[src/rtl/dp_mem_pkg.sv]
// ---------------------------------------------------------------------------
// dp_mem_pkg
// Shared definitions for the dp_mem_param block.
//   - DATA_W_DEF / ADDR_W_DEF : default data width and address width
//   - clr_state_t             : state encoding of the clear sequencer FSM
// ---------------------------------------------------------------------------
package dp_mem_pkg;

    localparam int DATA_W_DEF = 8;
    localparam int ADDR_W_DEF = 9;

    typedef enum logic {
        ST_CLEAR = 1'b0,
        ST_READY = 1'b1
    } clr_state_t;

endpackage : dp_mem_pkg

[src/rtl/dp_mem_clr_seq.sv]
// ---------------------------------------------------------------------------
// dp_mem_clr_seq
// Clear sequencer: sweeps every address once, one word per cycle from 0,
// then parks in READY until a new clear request arrives.
// Ports:
//   clk      : clock
//   srst     : synchronous active-high reset (forces CLEAR, counter 0)
//   clr      : re-run request; restarts the sweep at address 0
//   busy     : 1 in every CLEAR cycle
//   clr_addr : address being cleared this cycle
//   clr_we   : write strobe for the clear word
// ---------------------------------------------------------------------------
module dp_mem_clr_seq
    import dp_mem_pkg::*;
#(
    parameter int ADDR_W = ADDR_W_DEF
) (
    input  logic              clk,
    input  logic              srst,
    input  logic              clr,
    output logic              busy,
    output logic [ADDR_W-1:0] clr_addr,
    output logic              clr_we
);

    clr_state_t        state_reg, state_next;
    logic [ADDR_W-1:0] cnt_reg, cnt_next;

    always_ff @(posedge clk) begin
        if (srst) begin
            state_reg <= ST_CLEAR;
            cnt_reg   <= '0;
        end else begin
            state_reg <= state_next;
            cnt_reg   <= cnt_next;
        end
    end

    always_comb begin
        state_next = state_reg;
        cnt_next   = cnt_reg;
        case (state_reg)
            ST_CLEAR: begin
                if (clr) begin
                    cnt_next = '0;
                end else begin
                    // Counter wraps to 0 naturally after the last address.
                    cnt_next = cnt_reg + 1'b1;
                    if (cnt_reg == {ADDR_W{1'b1}}) begin
                        state_next = ST_READY;
                    end
                end
            end
            ST_READY: begin
                if (clr) begin
                    state_next = ST_CLEAR;
                    cnt_next   = '0;
                end
            end
            default: begin
                state_next = ST_CLEAR;
                cnt_next   = '0;
            end
        endcase
    end

    assign busy     = (state_reg == ST_CLEAR);
    assign clr_addr = cnt_reg;
    // No array writes while reset is held; the sweep itself initialises it.
    assign clr_we   = busy & ~srst;

endmodule : dp_mem_clr_seq

[src/rtl/dp_mem_param.sv]
// ---------------------------------------------------------------------------
// dp_mem_param
// Simple dual-port memory (one write port, one read port) with a built-in
// clear sweep after reset or on request.
// Config macro: DP_MEM_BYPASS_EN -- when defined, a same-address read and
// write in one cycle returns the new write data (write-first); otherwise
// the previously stored word (read-first).
// Ports:
//   i_clk    : clock
//   i_rst    : synchronous active-high reset
//   i_clr    : one-cycle request to re-run the clear sweep
//   i_we     : write enable      i_waddr : write address  i_wdata : write data
//   i_re     : read enable       i_raddr : read address
//   o_rdata  : registered read data (holds when no read is accepted)
//   o_rvalid : o_rdata updated this cycle
//   o_busy   : clear sweep in progress; user accesses are ignored
// ---------------------------------------------------------------------------
module dp_mem_param
    import dp_mem_pkg::*;
#(
    parameter int                DATA_W  = DATA_W_DEF,
    parameter int                ADDR_W  = ADDR_W_DEF,
    parameter logic [DATA_W-1:0] CLR_VAL = '0
) (
    input  logic              i_clk,
    input  logic              i_rst,
    input  logic              i_clr,
    input  logic              i_we,
    input  logic [ADDR_W-1:0] i_waddr,
    input  logic [DATA_W-1:0] i_wdata,
    input  logic              i_re,
    input  logic [ADDR_W-1:0] i_raddr,
    output logic [DATA_W-1:0] o_rdata,
    output logic              o_rvalid,
    output logic              o_busy
);

    localparam int DEPTH = 2 ** ADDR_W;

    logic              busy;
    logic [ADDR_W-1:0] clr_addr;
    logic              clr_we;

    dp_mem_clr_seq #(
        .ADDR_W (ADDR_W)
    ) u_clr_seq (
        .clk      (i_clk),
        .srst     (i_rst),
        .clr      (i_clr),
        .busy     (busy),
        .clr_addr (clr_addr),
        .clr_we   (clr_we)
    );

    // User accesses only count outside the sweep.
    logic user_we, user_re;
    assign user_we = i_we & ~busy;
    assign user_re = i_re & ~busy;

    // Single write port shared by the sweep and the user.
    logic              wr_en;
    logic [ADDR_W-1:0] wr_addr;
    logic [DATA_W-1:0] wr_data;
    assign wr_en   = clr_we | user_we;
    assign wr_addr = busy ? clr_addr : i_waddr;
    assign wr_data = busy ? CLR_VAL  : i_wdata;

    logic [DATA_W-1:0] mem [DEPTH];

    always_ff @(posedge i_clk) begin
        if (wr_en) begin
            mem[wr_addr] <= wr_data;
        end
    end

    logic [DATA_W-1:0] rdata_reg;
    logic              rvalid_reg;

`ifdef DP_MEM_BYPASS_EN
    logic same_addr;
    assign same_addr = user_we && (i_waddr == i_raddr);

    always_ff @(posedge i_clk) begin
        if (i_rst) begin
            rdata_reg  <= '0;
            rvalid_reg <= 1'b0;
        end else begin
            rvalid_reg <= user_re;
            if (user_re) begin
                rdata_reg <= same_addr ? i_wdata : mem[i_raddr];
            end
        end
    end
`else
    // Read-first: the array read sees the word from before this edge's write.
    always_ff @(posedge i_clk) begin
        if (i_rst) begin
            rdata_reg  <= '0;
            rvalid_reg <= 1'b0;
        end else begin
            rvalid_reg <= user_re;
            if (user_re) begin
                rdata_reg <= mem[i_raddr];
            end
        end
    end
`endif

    assign o_rdata  = rdata_reg;
    assign o_rvalid = rvalid_reg;
    assign o_busy   = busy;

endmodule : dp_mem_param

[config.mk]
export PLATFORM = sky130hd
export DESIGN_NAME = dp_mem_param
export DESIGN_NICKNAME = d
export VERILOG_FILES = /design/src/rtl/dp_mem_pkg.sv /design/src/rtl/dp_mem_clr_seq.sv /design/src/rtl/dp_mem_param.sv
export SDC_FILE = /design/constraint.sdc
export NUM_CORES = 2
export LEC_CHECK = 0
export BUFFER_PORTS_ARGS = -buffer_cell sky130_fd_sc_hd__buf_2
export CORE_MARGIN = 2
export CORE_UTILIZATION = 43
export CTS_CLUSTER_DIAMETER = 120
export CTS_CLUSTER_SIZE = 40
export DETAILED_ROUTE_END_ITERATION = 16
export PLACE_DENSITY = 0.67
export SYNTH_ARGS = -nofsm -noshare
export SYNTH_HDL_FRONTEND = slang
export SYNTH_SLANG_ARGS = --single-unit
[constraint.sdc]
create_clock -name i_clk -period 9.9 [get_ports i_clk]
set_input_delay 0.99 -clock i_clk [delete_from_list [all_inputs] [get_ports i_clk]]
set_output_delay 0.99 -clock i_clk [all_outputs]
set_load 0.05 [all_outputs]
==> flow_summary.yaml <==
global_routing:
  grtUsageMet1: 0.297
  grt_max_degree: 225
  grt_overflow: 0
  busiest_layer: "met2"
  antenna_found_initial: 15
  met3_usage: 0.0429
  grt_pass1_wl_microns: 586000
  grt_pass1_vias: 75700
  grtUsageMet2: 0.348
  track_usage: 0.216
sta:
  rsz0062_at_grt: "false"
  fin_worst_skew_ns: 0.0865
  fin_crit_sh: 0.474
  min_period_ns: 4.69
  hold_viol: 0
  setup_viol: 0
  finalSetupTns_ns: 0
  fmax_ghz: 0.213
  worst_pin_slew_ns: 1.43
  fin_ws_ns: 5.21
  hold_ws_ns: 0.512
  max-slew-margin-rel: 0.0467
  drv_slew: 0
setup_path:
  required_ns: 10.72
  start_kind: "input pin"
  crit_fanout: 116
  crit_arrival_ns: 5.51
  cp-end-kind: "flop"
  criticalPathCategory: "in2reg"
layout:
  fin_cells: 12400
  largest_reg_flops: 4096
  regMostFlops: "mem"
  fin_area_sq_mm: 0.169
  fin_util: 0.455
  final_nets: 7385
  fillers: 30500
  drive_gt1_frac: 0.192
  final_cell_mix: "edfxtp_1 (4096), mux4_2 (1020), nor2_1 (623)"
  final_common_cell: "edfxtp_1"
  area_delta_synth_final_pct: 5.52
clock_network:
  cts_made_buffers: 114
  clock-sinks: 4115
  clk_path_buf_depth: 3
  postCtsSetupRepairBufs: 0
  hold_buffers: 0
  cts-root-buf: "clkbuf_16"
  cts_tree: "yes"
  clk_pin_slew_ns: 0.14
  htreeDepth: 3
  cts_resized: 0
  clock_latency_ns: 0.89
routing:
  drc: 0
  wirelength_microns: 415000
  wire_per_inst_microns: 33.5
  via_per_inst: 6.23
  drtIter0Drc: 11100
  first_pass_iters: 6
  ant_nets: 0
  num_vias: 77100
placement:
  dp_worst_setup_slack_ns: 4.28
  dp.cells: 12200
  portBuffers: 40
  dp_hpwl_microns: 249000
  placed_area_sq_mm: 0.166
  gp_congestion: 0.849
yosys:
  mappedNetlistArea_sq_mm: 0.160
  syn_nets: 7526
  synth_cells: 7493
  yosysWarnings: 0
  synth_top_cell_by_area: "edfxtp_1"
  synth_top_flop_cell: "edfxtp_1"
  async_reset_ff_frac: 0
  synth_sequential_area_ratio: 0.770
  synth_enable_flop_cells: 4096
  synth.area.top_cells: "edfxtp_1 (77%), mux4_2 (14%), mux2i_1 (1.5%)"
  ys_types: 72
  avgSynthCellArea_sq_um: 21.4
  synth_top_area_frac: 0.767
  ys_ff_latch: 4115
die:
  die_y_microns: 615
  rows: 224
  io_pins: 41
  initial_utilization: 0.431
  dieArea_sq_mm: 0.378
  core_area_sq_mm: 0.372
  fp.dieW_microns: 615
pwr:
  p_leak_nw: 57.6
  p_per_area_mw_per_mm2: 160
  power_mw: 27.1
  vdd_drop_max_v: 0.000162
run:
  drv_cap: 0
run_status:
  outcome: "finished clean"
min_path:
  worstHoldPathType: "in2reg"
## final timing paths
path,to,cells past startpoint,slack [ns],from
hold reg to reg,u_clr_seq.clr_addr[7]$_SDFFE_PP0P_,2,0.58,u_clr_seq.clr_addr[7]$_SDFFE_PP0P_
setup reg to reg,mem[89][6]$_DFFE_PP_,4,5.45,u_clr_seq.state_reg$_SDFF_PP0_
setup / recovery,o_rdata[3]$_SDFFE_PP0P_,9,5.21,i_raddr[2]
hold / removal,u_clr_seq.clr_addr[7]$_SDFFE_PP0P_,3,0.51,i_clr
## critical path, stage by stage
cell     delay [ns]
buf_8          0.39
buf_4          0.61
buf_12         0.57
mux4_2         0.35
mux2i_1        0.14
a32oi_1        0.61
nand4_1        0.33
nor3_1         0.94
a311o_1        0.28
## cell families after synthesis
logic type | after synthesis | share of synthesized area
DFF | 4115 | 0.770
muxes | 1296 | 0.162
and+or+nand+nor | 1138 | 0.0298
AOI/OAI and AO/OA | 468 | 0.0205
buffers and inverters | 468 | 0.0173
xor gates and xnor gates | 6 | 0.000328
adders and majority gates | 2 | 0.000156
## final cells by class
class                   count  area [sq um]  area share
diodes                      6          15.0   0.0000888
flip-flops and latches   4115        123000       0.729
clock buffers             164          3110      0.0184
multi-input cells        2910         34400       0.204
inverters                  16          82.6    0.000488
repair buffers            195          1760      0.0104
clock inverters             9           155    0.000917
well taps                4972          6220      0.0368
## where the power goes
part | switching (mW) | leakage [nW] | total, mW | internal (mW)
Combinational | 0.715 | 11.5 | 1.13 | 0.419
Sequential | 0.00150 | 44.5 | 18.8 | 18.8
Clock | 4.87 | 1.57 | 7.12 | 2.25
## cells in the mapped netlist (all sizes together) (6+ instances only)
cell type	count
a211oi	32
nor2b	15
o311ai	6
nor3	27
edfxtp	4096
nand2b	16
o221ai	46
nor2	626
clkbuf	138
mux4	1036
inv	15
and2	27
a31oi	22
a22oi	58
mux2i	236
and3	13
a311o	8
nand4	15
o21ai	43
a221oi	10
a311oi	12
o22ai	58
mux2	24
a2111oi	10
dfxtp	19
a32oi	15
o211ai	15
a21oi	89
buf	314
or3	7
nand3	73
nor4	15
nand2	281
o32ai	12
## per-layer routing
metal	vias to the layer above	wire, microns
li1	30600	-
met1	41400	156000
met2	4449	201000
met3	593	42700
met4	4	15400
met5	-	27
(Power assumes the default switching activity.)
